## src/rtl/arbiter_pkg.sv

```systemverilog
// Shared definitions for the two-master memory port arbiter.
// State encoding and default error word.
package arbiter_pkg;

    typedef logic [1:0] state_t;

    localparam state_t ST_IDLE = 2'd0;
    localparam state_t ST_BUSY = 2'd1;
    localparam state_t ST_RESP = 2'd2;

    localparam logic [31:0] ERROR_DATA_DEF = 32'hDEADBEEF;

endpackage

```

## src/rtl/memory_port_arbiter_rr_grant2.sv

```systemverilog
// Two-way round-robin grant selection.
// Pure combinational; the caller owns last_grant.
module rr_grant2 (
    input  logic [1:0] req,
    input  logic       last_grant,
    output logic       grant,
    output logic       valid
);

    assign valid = |req;
    // With both requesting, the master that did not win last time goes.
    assign grant = (&req) ? ~last_grant : req[1];

endmodule

```

## src/rtl/memory_port_arbiter.sv

```systemverilog
// Round-robin arbiter for two masters sharing one memory port,
// with a watchdog that completes hung transactions with an error word.
module memory_port_arbiter
    import arbiter_pkg::*;
#(
    parameter int ADDR_WIDTH     = 32,
    parameter int DATA_WIDTH     = 32,
    parameter int TIMEOUT_CYCLES = 1024,
    parameter logic [DATA_WIDTH-1:0] ERROR_DATA = ERROR_DATA_DEF
) (
    input  logic                  clk,
    input  logic                  rst_n,
    input  logic                  m0_read,
    input  logic                  m0_write,
    input  logic [ADDR_WIDTH-1:0] m0_addr,
    input  logic [DATA_WIDTH-1:0] m0_wdata,
    output logic [DATA_WIDTH-1:0] m0_rdata,
    output logic                  m0_response,
    input  logic                  m1_read,
    input  logic                  m1_write,
    input  logic [ADDR_WIDTH-1:0] m1_addr,
    input  logic [DATA_WIDTH-1:0] m1_wdata,
    output logic [DATA_WIDTH-1:0] m1_rdata,
    output logic                  m1_response,
    output logic                  s_read,
    output logic                  s_write,
    output logic [ADDR_WIDTH-1:0] s_addr,
    output logic [DATA_WIDTH-1:0] s_wdata,
    input  logic [DATA_WIDTH-1:0] s_rdata,
    input  logic                  s_response,
    output logic                  timeout_err
);

    localparam int CW = (TIMEOUT_CYCLES == 0) ? 1
                      : $clog2(TIMEOUT_CYCLES + 1);
    localparam logic [CW-1:0] TLAST =
        CW'((TIMEOUT_CYCLES == 0) ? 0 : TIMEOUT_CYCLES - 1);

    state_t          state;
    logic            grant;
    logic            last_grant;
    logic [CW-1:0]   cnt;

    logic [1:0]            req;
    logic                  pick;
    logic                  pick_valid;
    logic                  sel_write;
    logic [ADDR_WIDTH-1:0] sel_addr;
    logic [DATA_WIDTH-1:0] sel_wdata;
    logic                  timed_out;
    logic                  done;
    logic [DATA_WIDTH-1:0] done_data;

    assign req = {m1_read | m1_write, m0_read | m0_write};

    rr_grant2 u_grant (
        .req        (req),
        .last_grant (last_grant),
        .grant      (pick),
        .valid      (pick_valid)
    );

    assign sel_write = pick ? m1_write : m0_write;
    assign sel_addr  = pick ? m1_addr  : m0_addr;
    assign sel_wdata = pick ? m1_wdata : m0_wdata;

    assign timed_out = (TIMEOUT_CYCLES != 0) && (cnt == TLAST);
    // A real response in the timeout cycle wins over the abort.
    assign done      = s_response | timed_out;
    assign done_data = s_response ? s_rdata : ERROR_DATA;

    always_ff @(posedge clk or negedge rst_n) begin
        if (!rst_n) begin
            state       <= ST_IDLE;
            grant       <= 1'b0;
            last_grant  <= 1'b1;
            cnt         <= '0;
            s_read      <= 1'b0;
            s_write     <= 1'b0;
            s_addr      <= '0;
            s_wdata     <= '0;
            m0_rdata    <= '0;
            m1_rdata    <= '0;
            m0_response <= 1'b0;
            m1_response <= 1'b0;
            timeout_err <= 1'b0;
        end else begin
            case (state)
                ST_IDLE: begin
                    if (pick_valid) begin
                        grant   <= pick;
                        s_addr  <= sel_addr;
                        s_wdata <= sel_wdata;
                        s_write <= sel_write;
                        s_read  <= ~sel_write;
                        cnt     <= '0;
                        state   <= ST_BUSY;
                    end
                end
                ST_BUSY: begin
                    if (cnt != '1) begin
                        cnt <= cnt + 1'b1;
                    end
                    if (done) begin
                        s_read      <= 1'b0;
                        s_write     <= 1'b0;
                        s_addr      <= '0;
                        s_wdata     <= '0;
                        timeout_err <= ~s_response;
                        if (grant) begin
                            m1_rdata    <= done_data;
                            m1_response <= 1'b1;
                        end else begin
                            m0_rdata    <= done_data;
                            m0_response <= 1'b1;
                        end
                        state <= ST_RESP;
                    end
                end
                ST_RESP: begin
                    m0_response <= 1'b0;
                    m1_response <= 1'b0;
                    m0_rdata    <= '0;
                    m1_rdata    <= '0;
                    timeout_err <= 1'b0;
                    last_grant  <= grant;
                    state       <= ST_IDLE;
                end
                default: begin
                    state <= ST_IDLE;
                end
            endcase
        end
    end

endmodule

```

## config.mk

```make
export PLATFORM = sky130hd
export DESIGN_NAME = memory_port_arbiter
export DESIGN_NICKNAME = d
export VERILOG_FILES = /design/src/rtl/arbiter_pkg.sv /design/src/rtl/memory_port_arbiter_rr_grant2.sv /design/src/rtl/memory_port_arbiter.sv
export SDC_FILE = /design/constraint.sdc
export NUM_CORES = 1
export LEC_CHECK = 0
export CORE_MARGIN = 1
export CORE_UTILIZATION = 45
export DETAILED_ROUTE_END_ITERATION = 10
export GPL_TIMING_DRIVEN = 0
export PLACE_DENSITY = 0.9
export SLEW_MARGIN = 20
export SYNTH_ARGS = -nofsm -noshare
export SYNTH_HDL_FRONTEND = slang
export SYNTH_SLANG_ARGS = --single-unit
export TNS_END_PERCENT = 100
```

## constraint.sdc

```tcl
create_clock -name clk -period 4.74 [get_ports clk]
set_input_delay 0.711 -clock clk [delete_from_list [all_inputs] [get_ports clk]]
set_output_delay 0.711 -clock clk [all_outputs]
set_load 0.05 [all_outputs]
```

==> results.yml, run 1 <==
sta:
  clock.fmax_mhz: 391
  clock-skew-final_ns: 0.00535
  worst_slew_pin_slew_ns: 0.763
  rsz0062_at_grt: "false"
  maxSlewHeadroom_pct: 49.2
  final_max_slew_viol_count: 0
  period_share_pct: 53.9
  setup_violations: 0
  hold_violations: 0
  min_period_ns: 2.55
synth:
  synth_ff_type: "dfrtp_1"
  ys_ff_latch: 148
  ys_async_sr_fraction_pct: 100
  syn_avg_cell_area_um2: 11.7
  synthCells: 567
  synth_enable_flop_cells: 0
  synth_fp_nets: 735
  syn_area_um2: 6620
  ys_warn_count: 0
  synth-seq-area-share_pct: 56.0
  synth_cell_types: 42
clocking:
  cts.sinks: 148
  clock_latency_ns: 0.43
  hold_buffers: 0
  cts_setup_buffers: 0
  cts_made_buffers: 17
  clk_pin_slew_worst_paths_ns: 0.06
  cts_max_path_buffers: 2
  htree_levels: 4
  ctsResizeCount: 0
  cts_root_buf: "clkbuf_16"
  cts_tree: "yes"
setup_path:
  critPathKind: "in -> reg"
  critPathMostFrequentCell: "clkbuf_1"
  start_kind: "input port"
  cp_slowest_cell: "nor4_1"
  path_buf_inv: 3
  crit_path_max_incr_delay_ns: 0.48
  critPathMaxFanout: 10
  worstPathCellList: "clkdlybuf4s50_1, nor4_1, or3_1, clkbuf_1, clkbuf_1, o2bb2ai_1"
  cp-end-kind: "flop"
  crit_family: "buffers and inverters"
  critPathRequiredTime_ns: 5.03
  crit_arrival_ns: 2.84
place:
  port_buffers: 298
  hpwlAfterDp_um: 15800
  gp_congestion: 0.827
  place_inst: 1046
cells_and_area:
  n_fill_cell: 971
  final-instance-count-excl-fill: 1078
  n_antenna_cell: 0
  drive_gt1_share_pct: 7.57
  area_growth_pct: 57.9
  nets: 1053
  most-common-layout-cells: "297 x clkdlybuf4s50_1, 147 x dfrtp_1, 68 x mux2i_1, 64 x o2bb2ai_1, 55 x a21oi_1"
  layout_commonest_cell: "clkdlybuf4s50_1"
  post-route-util_pct: 74.1
power_and_ir_drop:
  p_int_uw: 4310
  p_clk_share_pct: 16.1
  vdd_drop_max_mv: 0.449
  switching_share_pct: 48.2
  switchingPower_uw: 4020
  power_uw: 8340
  p_comb_share_pct: 57.7
  p_per_area_nw_per_um2: 798
  p_leak_uw: 0.00436
  p_seq_share_pct: 26.2
detailed_routing:
  drc: 0
  wl_um: 21600
  antenna_left: 0
  wl_per_cell_um: 20.0
  vias: 5996
  viasPerCell: 5.56
  dr.pass1.iters: 4
  drtIter0Drc: 379
global_route:
  grt_pass1_wl_um: 32900
  grt-ovfl-total: 0
  grt_antenna_before_repair: 0
  grt_pass1_vias: 6236
  grtUsageTotal_pct: 29.3
  grt_start_max_net_pins: 102
die:
  initial_core_util_pct: 46.9
  die_w_um: 123
  die-height_um: 123
  row_count: 43
  pin_count: 300
  fp.dieArea_um2: 15200
  core_um2: 14100
flow_run:
  maxCapViolCount: 0
worst_hold_path:
  worst_hold_path_type: "in -> async"
outcome:
  status: "completed"
-- worst paths after layout --
check | startpoint | end | slack, ns | depth (start not counted)
min in group clk | m0_response$_DFFE_PN0P_ | m0_response$_DFFE_PN0P_ | 0.48 | 1
hold reg to reg | m0_response$_DFFE_PN0P_ | m0_response$_DFFE_PN0P_ | 0.48 | 1
setup reg to reg | state[1]$_DFFE_PN0P_ | s_addr[13]$_DFFE_PN0P_ | 2.60 | 6
setup / recovery | m1_write | s_addr[13]$_DFFE_PN0P_ | 2.19 | 6
hold / removal | rst_n | s_wdata[20]$_DFFE_PN0P_ | 0.18 | 1
max in group asynchronous | rst_n | m0_rdata[4]$_DFFE_PN0P_ | 3.74 | 2
-- synth_stat cells (all sizes together) (2+ instances only) --
library cell / count / share of area (%)
dfrtp: 147 / 56
mux2i: 68 / 10
o2bb2ai: 64 / 8.5
a21oi: 55 / 4.2
o21a: 49 / 5.6
buf: 33 / 3.5
nand2: 33 / 1.9
nor2: 32 / 2.2
o22ai: 16 / 1.5
clkbuf: 15 / 0.85
nand3: 7 / 0.53
o21ai: 7 / 0.53
nand2b: 4 / 0.38
nor3: 4 / 0.30
a21o: 3 / 0.34
inv: 3 / 0.17
o41ai: 3 / 0.51
and2: 2 / 0.19
and4: 2 / 0.26
nand4: 2 / 0.28
nor2b: 2 / 0.19
nor4: 2 / 0.19
o31ai: 2 / 0.23
or4: 2 / 0.23
-- per-stage QoR --
stage	area (um^2)	TNS [ns]	setup slack [ns]	hold slack (ns)
2_1_floorplan	6620	0	2.83	0.415
3_3_place_gp	9830	-427.72	-2.91	0.460
3_5_place_dp	9860	0	1.72	0.469
4_1_cts	10400	0	2.17	0.177
5_1_grt	10400	0	1.97	0.198
6_report	10400	0	2.19	0.178
-- routing by layer --
| layer | routed length [um] | track usage, % | vias up |
|---|---|---|---|
| met5 | 0 | 0 | - |
| met1 | 8430 | 35.5 | 2926 |
| li1 | - | - | 2739 |
| met4 | 882 | 14.7 | 0 |
| met2 | 10800 | 49.2 | 269 |
| met3 | 1430 | 6.69 | 62 |
-- power by group through the flow --
stage          sequential (uW)  clock [uW]  combinational (uW)
2_1_floorplan             3990           0                1280
3_5_place_dp              2180           0                4800
4_1_cts                   2180        1360                4830
5_1_grt                   2240        1410                5040
6_report                  2190        1340                4810
3_3_place_gp              2160           0                4730
-- flip-flops by register name (all words and copies together), names as in the netlist --
| name | cells |
|---|---|
| s_read | 1 |
| s_wdata | 32 |
| s_addr | 32 |
| m0_rdata | 32 |
| grant | 1 |
| cnt | 11 |
| m0_response | 1 |
| last_grant | 1 |
| state | 2 |
| s_write | 1 |
| m1_response | 1 |
| m1_rdata | 32 |
| timeout_err | 1 |
-- cells by family after synthesis --
kind of cell	synth area share [%]
AO/OA/AOI/OAI	22.2
XOR/XNOR	0.132
adder cells (fa/ha/maj)	0.189
buffers and inverters	4.56
flip-flops	56.0
multiplexers	10.3
AND/OR/NAND/NOR	6.69
-- cell type report --
class                           count  area (um^2)  area share [%]
Inverter                            4         15.0           0.144
Multi-Input combinational cell    367         2610            25.0
Timing Repair Buffer              299         3020            28.9
Buffer                             48          287            2.74
Clock inverter                     10         96.3           0.922
Tap cell                          180          225            2.16
Sequential cell                   148         3700            35.5
Clock buffer                       22          494            4.73
-- worst register-to-register path, stage by stage (launching register included) --
cell and delay [ns]:
dfrtp_1 0.37, clkbuf_1 0.20, nor3_1 0.64, a21oi_1 0.19, buf_2 0.28, buf_6 0.19, o2bb2ai_1 0.14
Power figures use the tool's default switching activity.
==> run 2: changes to the inputs <==
- CORE_UTILIZATION: 45 -> 38
- PLACE_DENSITY: 0.9 -> 0.81
- clock period: 4.74 -> 2.1 ns (I/O delays scaled with it)
==> results.yml, run 2 (same netlist as run 1, synthesis figures left out) <==
sta:
  hold_violations: 0
  clock-skew-final_ns: 0.0101
  final_max_slew_viol_count: 0
  maxSlewHeadroom_pct: 51.4
  rsz0062_at_grt: "true"
  clock.fmax_mhz: 503
  period_share_pct: 94.6
  worst_slew_pin_slew_ns: 0.729
  setup_violations: 0
  min_period_ns: 1.99
place:
  place_inst: 1086
  dpl_cell_area_um2: 9910
  gp_congestion: 0.884
  hpwlAfterDp_um: 15600
  port_buffers: 298
detailed_routing:
  wl_um: 21000
  dr.pass1.iters: 6
  drtIter0Drc: 265
  vias: 5891
  viasPerCell: 5.26
  drc: 0
  wl_per_cell_um: 18.8
  antenna_left: 0
power_and_ir_drop:
  p_seq_share_pct: 25.8
  switching_share_pct: 47.6
  p_leak_uw: 0.00442
  p_int_uw: 9980
  vdd_drop_max_mv: 1.01
  p_per_area_nw_per_um2: 1800
  p_comb_share_pct: 57.2
  switchingPower_uw: 9070
  p_clk_share_pct: 17.1
clocking:
  cts_tree: "yes"
  cts_made_buffers: 17
  cts_setup_buffers: 0
  cts_root_buf: "clkbuf_16"
  clock_latency_ns: 0.42
  clk_pin_slew_worst_paths_ns: 0.06
  cts_max_path_buffers: 2
  htree_levels: 4
  cts.sinks: 148
die:
  core_um2: 16800
  fp.dieArea_um2: 17900
  row_count: 47
  die_w_um: 134
  initial_core_util_pct: 39.3
  pin_count: 300
  die-height_um: 134
cells_and_area:
  n_antenna_cell: 0
  drive_gt1_share_pct: 8.57
  area_growth_pct: 60.4
  fin_area_um2: 10600
  most-common-layout-cells: "297 x clkdlybuf4s50_1, 147 x dfrtp_1, 68 x mux2i_1, 64 x o2bb2ai_1, 55 x a21oi_1"
  layout_commonest_cell: "clkdlybuf4s50_1"
  final-instance-count-excl-fill: 1119
  nets: 1054
setup_path:
  crit_family: "buffers and inverters"
  crit_path_max_incr_delay_ns: 0.84
  worstPathCellList: "clkdlybuf4s50_1"
  path_buf_inv: 1
  worstRegToRegCells: 6
  cp-end-kind: "output port"
  r2r_setup_slack_ns: 0.14
  critPathMaxFanout: 2
  setup.worst_path.start: "s_wdata[15]$_DFFE_PN0P_"
  cp_num_cells: 1
  start_kind: "flop"
  crit_arrival_ns: 1.67
  critPathRequiredTime_ns: 1.78
  r2r-start: "last_grant$_DFFE_PN1P_"
  r2r_end: "s_addr[2]$_DFFE_PN0P_"
  cp_slowest_cell: "clkdlybuf4s50_1"
  critPathKind: "reg -> out"
outcome:
  status: "completed"
global_route:
  grt_pass1_wl_um: 33300
  grt_start_max_net_pins: 97
  grtUsageTotal_pct: 23.9
  grt-ovfl-total: 0
  grt_pass1_vias: 6180
  grt_antenna_before_repair: 0
flow_run:
  maxCapViolCount: 0
worst_hold_path:
  worst_hold_path.endpoint: "m1_rdata[29]$_DFFE_PN0P_"
  min_path_cells: 3
  min_from: "s_response"
  worst_hold_path_type: "in -> reg"
run 2: timing repair:
action | in CTS | in global routing
hold buffers | 1 | 0
resized for setup | 2 | 19
hold endpoints to repair | 52 | 0
setup endpoints to repair | 8 | 103
run 2: layer usage:
layer / track usage, % / vias to the layer above / share of wire [%]
met5: 0 / - / 0
met4: 9.47 / 0 / 3.5
met3: 5.29 / 50 / 5.3
met2: 40.8 / 204 / 50
met1: 29.4 / 2897 / 41
li1: - / 2740 / -
run 2: layout make-up:
type,count,area (um^2)
buffer,48,305
clock buffer,18,429
clock inverter,14,201
fill,1392,6210
inverter,4,15.0
multi-input combinational,367,2660
sequential,148,3700
tap,220,275
timing repair buffer,300,3030
run 2: tightest hold or removal path, delay by kind of cell:
| family | cells | cell delay [ns] |
|---|---|---|
| buffers and inverters | 1 | 0.18 |
| and+or+nand+nor | 1 | 0.10 |
| AOI/OAI and AO/OA | 1 | 0.07 |
run 2: power groups by stage:
stage	combinational (uW)	clock, uW	sequential (uW)
after floorplan	2890	0	9010
after global placement	10800	0	4880
after detailed placement	10900	0	4910
after CTS	10900	3320	4890
after global routing	11400	3450	5060
final	10900	3250	4910
run 2: metrics by stage:
stage               setup slack, ns  hold slack [ns]  total power (uW)  utilization (%)  TNS (ns)
floorplan                     0.384           0.0194             11900                -         0
global placement              -5.35            0.460             15600             58.7   -812.99
detailed placement           -0.483            0.266             15800             58.9    -25.53
CTS                         0.00765            0.277             19100             62.7         0
global route                -0.0373            0.285             19900             63.1    -0.127
finish                        0.112            0.295             19100             63.1         0
run 2: worst max path at each step:
stage / endpoint / slack, ns
floorplan: s_addr[0]$_DFFE_PN0P_ / 0.38
detailed placement: s_wdata[21]$_DFFE_PN0P_ / -0.48
global route: s_addr[21]$_DFFE_PN0P_ / -0.04
global placement: s_wdata[13]$_DFFE_PN0P_ / -5.35
finish: s_wdata[15] / 0.11
CTS: s_wdata[29]$_DFFE_PN0P_ / 0.008
